**src/rtl/ex_mem_pipe.sv**
```systemverilog
// EX/MEM pipeline register built as a two-entry skid buffer (main + skid).
// Latency: one cycle from accept into an empty block to the outputs.
// Backpressure: in_ready is the registered inverse of skid valid, with no comb path from out_ready.
//
// Ports:
//   clk, rst                       clock, asynchronous active-high reset
//   flush                          synchronous kill of both held entries and any offered input
//   in_valid/in_ready              upstream handshake
//   in_ctrl/in_result/in_fwd/in_rd upstream payload (ctrl bit 0 = regwrite, bit 2 = memwrite)
//   out_valid/out_ready            downstream handshake
//   out_ctrl/out_result/out_fwd/out_rd  head payload, forced to zero while out_valid is low
//   stall_cnt                      saturating count of cycles with out_valid high and out_ready low
module ex_mem_pipe #(
   parameter int DW = 32,
   parameter int AW = 5,
   parameter int CW = 5,
   parameter int SW = 16
) (
   input  logic          clk,
   input  logic          rst,
   input  logic          flush,
   input  logic          in_valid,
   output logic          in_ready,
   input  logic [CW-1:0] in_ctrl,
   input  logic [DW-1:0] in_result,
   input  logic [DW-1:0] in_fwd,
   input  logic [AW-1:0] in_rd,
   input  logic          out_ready,
   output logic          out_valid,
   output logic [CW-1:0] out_ctrl,
   output logic [DW-1:0] out_result,
   output logic [DW-1:0] out_fwd,
   output logic [AW-1:0] out_rd,
   output logic [SW-1:0] stall_cnt
);

   typedef struct packed {
      logic [CW-1:0] ctrl;
      logic [DW-1:0] result;
      logic [DW-1:0] fwd;
      logic [AW-1:0] rd;
   } entry_t;

   entry_t main_q;
   entry_t skid_q;
   entry_t in_e;
   entry_t out_e;
   logic   main_vld;
   logic   skid_vld;
   logic   accept;
   logic   drain;
   logic   main_free;

   assign in_e      = '{ctrl: in_ctrl, result: in_result, fwd: in_fwd, rd: in_rd};
   assign in_ready  = ~skid_vld;
   assign accept    = in_valid & in_ready & ~flush;
   assign drain     = main_vld & out_ready;
   assign main_free = ~main_vld | drain;

   always_ff @(posedge clk or posedge rst) begin
      if (rst) begin
         main_vld <= 1'b0;
         skid_vld <= 1'b0;
         main_q   <= '0;
         skid_q   <= '0;
      end else if (flush) begin
         // Payloads keep their contents; only the valid bits are killed.
         main_vld <= 1'b0;
         skid_vld <= 1'b0;
      end else if (main_free) begin
         if (skid_vld) begin
            // Older skid entry goes first; a simultaneous accept refills skid.
            main_q   <= skid_q;
            main_vld <= 1'b1;
            skid_vld <= accept;
            if (accept) begin
               skid_q <= in_e;
            end
         end else if (accept) begin
            main_q   <= in_e;
            main_vld <= 1'b1;
         end else begin
            main_vld <= 1'b0;
         end
      end else if (accept) begin
         // Main is held by downstream: park the new entry in skid.
         skid_q   <= in_e;
         skid_vld <= 1'b1;
      end
   end

   always_ff @(posedge clk or posedge rst) begin
      if (rst) begin
         stall_cnt <= '0;
      end else if (main_vld && !out_ready && (stall_cnt != {SW{1'b1}})) begin
         stall_cnt <= stall_cnt + SW'(1);
      end
   end

   // Bubble is presented as all-zero so hazard/forwarding logic sees no write.
   assign out_valid  = main_vld;
   assign out_e      = main_vld ? main_q : '0;
   assign out_ctrl   = out_e.ctrl;
   assign out_result = out_e.result;
   assign out_fwd    = out_e.fwd;
   assign out_rd     = out_e.rd;

endmodule

```
**config.mk**
```make
export PLATFORM = sky130hd
export DESIGN_NAME = ex_mem_pipe
export DESIGN_NICKNAME = d
export VERILOG_FILES = /design/src/rtl/ex_mem_pipe.sv
export SDC_FILE = /design/constraint.sdc
export NUM_CORES = 1
export LEC_CHECK = 0
export CAP_MARGIN = 25
export CORE_AREA = 2 2 164 166
export DETAILED_ROUTE_END_ITERATION = 8
export DIE_AREA = 0 0 166 168
export DONT_BUFFER_PORTS = 1
export SETUP_SLACK_MARGIN = 0.3
export SLEW_MARGIN = 15
export SYNTH_ARGS = -nofsm -noshare
export SYNTH_HDL_FRONTEND = slang
export SYNTH_SLANG_ARGS = --single-unit
```
**constraint.sdc**
```tcl
create_clock -name clk -period 11.8 [get_ports clk]
set_input_delay 1.77 -clock clk [delete_from_list [all_inputs] [get_ports clk]]
set_output_delay 1.77 -clock clk [all_outputs]
set_load 0.005 [all_outputs]
```
==> impl_metrics.toml <==
[timing]
worst-slew-pin-transition_ps = 793.0
rsz0062_at_grt = "no"
period_needed_ps = 3685
final_min_period_over_clock_period_pct = 31.23
timing.final.setup_violations = 0
relSlewSlack_pct = 47.13
fmax_mhz = 271.3
maxSlewViolCount = 0
timing.setup.tns_ps = 0
skew_ps = 6.975
report.final.hold_viol_count = 0

[route]
viasPerCell = 4.718
firstDrtPassIters = 4
final_routed_drc_violation_total = 0
first_drt_iteration_drcs = 234
detail_route.wirelength_mm = 16.91
detail_route.wl_per_cell_um = 17.33
vias = 4605
route.antenna.remaining_nets = 0

[global_route]
grt_start_max_net_pins = 79
grt_first_pass_wirelength_mm = 27.17
global_route.overflow_total = 0
grt_usage_pct = 12.22
grt_antenna_before_repair = 0
first_global_vias = 4637

[cts]
worst_setup_hold_path_clk_slew_ps = 70
tritoncts.num_buffers = 17
cts.hold.buffers_added = 0
clockRootBuffer = "clkbuf_16"
post_cts_resized = 0
clock_sinks = 166
cts_tree = "yes"
cts_setup_buffers = 0
clkLatencyLatePin_ps = 420
cts.htree.levels = 4
ctsLongestPathBuffers = 2

[cells_and_area]
post_layout_nonfiller_instances = 976
drive_above_1_share_pct = 18.90
post_layout_net_count = 703
layout-area-overhead-vs-synth_pct = 10.64
mostFrequentLayoutCell = "dfrtp_1"
mostFrequentLayoutCells = "dfrtp_1, nor2_1, a21oi_1"
antennaDiodeCount = 0

[synthesis]
synth.mux.area_fraction_pct = 23.57
synth-adder-area-share_pct = 0.1612
synthesis.yosys.warnings = 0
ys_seq_elements = 166
synthDominantAreaCellType = "dfrtp_1"
synth_simple_gate_area_share_pct = 12.42
post_synth_instance_area_um2 = 7760
synth_top_family_by_area = "multiplexers"
ys_top_cells_by_area = "dfrtp_1, mux2_4, mux2i_1"
synth_top_cell_area_share_pct = 53.53
synth_compound_area_share_pct = 5.595
syn_nets = 720
yosysSeqAreaShare_pct = 53.53
post_synth_xor_area_fraction_pct = 1.354
synthesis.area_per_instance_um2 = 12.12
netlist_instances = 640
yosysUniqueCellTypes = 30

[worst_setup_path]
rr_startpoint = "out_valid"
setup.worst_path.class = "flop to primary output"
timing.critical_path.arrival_ps = 1920
critPathLaunchType = "flop"
worstPathMaxFanout = 42
internal_reg_to_reg_setup_slack_ps = 8420
r2r_cells = 6
setup.worst_path.start = "out_valid"
cp_data_required_time_ps = 10030
setup.worst_path.end_class = "primary output"
reg2reg_to = "skid_q[33]"
timing.critical_path.to = "out_fwd[15]"

[die]
design.die.area_um2 = 27890
rows = 60
die_w_um = 166
vertical_die_dimension_um = 168
initial_utilization_pct = 29.45
coreArea_um2 = 26350
io-pin-count = 171

[place]
gp_congestion = 0.6857
numPortBuffers = 0
numPlacedInstances = 945
hpwl_reported_at_the_end_of_detailed_placement_mm = 10.64

[power]
net_sw_power_uw = 399.2
clock_power_share_pct = 36.4
vdd_ir_drop_max_mv = 0.07286
pwr-share-seq_pct = 49.4
leakage_power_summed_over_all_cells_uw = 0.003651
power.density_cell_area_nw_per_um2 = 178.4
comb_power_share_pct = 14.2
power_switching_share_pct = 26.07
int_power_uw = 1132

[run]
maxCapViolations = 0

[status]
status = "completed"

[worst_hold_path]
worstHoldPathType = "flop to flop"
sequential cells by signal, indices dropped and copies added, names as in the netlist:
name,count
main_q,74
skid_q,74
stall_cnt,16
out_valid,1
skid_vld,1
worst min-delay path by stage:
stage	startpoint	slack (ps)	end	cells past startpoint
2_1_floorplan	skid_q[11]	480	skid_q[11]	1
3_3_place_gp	skid_q[12]	490	skid_q[12]	1
3_5_place_dp	skid_q[57]	490	skid_q[57]	1
4_1_cts	skid_q[64]	510	skid_q[64]	1
5_1_grt	skid_q[57]	510	skid_q[57]	1
6_report	skid_q[14]	510	skid_q[14]	1
per-stage QoR:
stage               cell area (µm²)  util [%]  total power [µW]  setup slack (ps)  hold slack (ps)
floorplan                      7760         -             937.3              5540            479.1
global placement               8014     30.41             976.9              7898            485.9
detailed placement             8014     30.41             985.8              7860            492.9
CTS                            8586     32.58              1556              8020            509.1
global route                   8586     32.58              1617              7934            514.4
finish                         8586     32.58              1531              8115            506.3
cells in the mapped netlist (all sizes together):
library cell / n
mux2i: 74
nand3: 7
and3: 5
nor2: 79
and4: 2
nand4b: 1
xor2: 2
ha: 1
nand4: 9
nor3: 2
xnor2: 10
o21ai: 1
o311ai: 1
nand2: 1
clkbuf: 11
buf: 32
a21oi: 78
nor2b: 1
dfrtp: 166
nand2b: 1
and2: 75
inv: 2
mux2: 76
a31oi: 3
metal layers:
metal | wire length, µm | track usage, % | vias to the layer above | share of wire, %
met4 | 168 | 3.629 | 0 | 0.99
li1 | - | - | 2173 | -
met1 | 7912 | 16.46 | 2305 | 47
met2 | 7794 | 19.03 | 116 | 46
met5 | 0 | 0 | - | 0
met3 | 1036 | 3.691 | 11 | 6.1
kinds of logic (layout without fill, tap and decap cells):
kind of cell	Yosys count	in the layout
and+or+nand+nor	183	183
DFF	166	166
muxes	150	150
AOI/OAI and AO/OA	83	83
buffers and inverters	45	40
xor gates and xnor gates	12	12
adders and majority gates	1	1
power groups by stage:
stage / Sequential (µW) / Clock [µW] / Combinational (µW)
3_3_place_gp: 763 / 0 / 214
5_1_grt: 772 / 601 / 244
4_1_cts: 756 / 578 / 222
2_1_floorplan: 742 / 0 / 195
3_5_place_dp: 765 / 0 / 221
6_report: 756 / 558 / 217
area by class of cell:
class | instances | area [µm²]
tap | 341 | 426.7
clock buffer | 20 | 446.7
fill | 2656 | 17760
timing repair buffer | 7 | 52.55
multi-input combinational | 429 | 3363
clock inverter | 11 | 125.1
inverter | 2 | 12.51
sequential | 166 | 4159
critical path, stage by stage, from the launching register on:
cell     delay (ps)
dfrtp_2         750
buf_4           490
and2_1          240
Power figures use the tool's default switching activity.
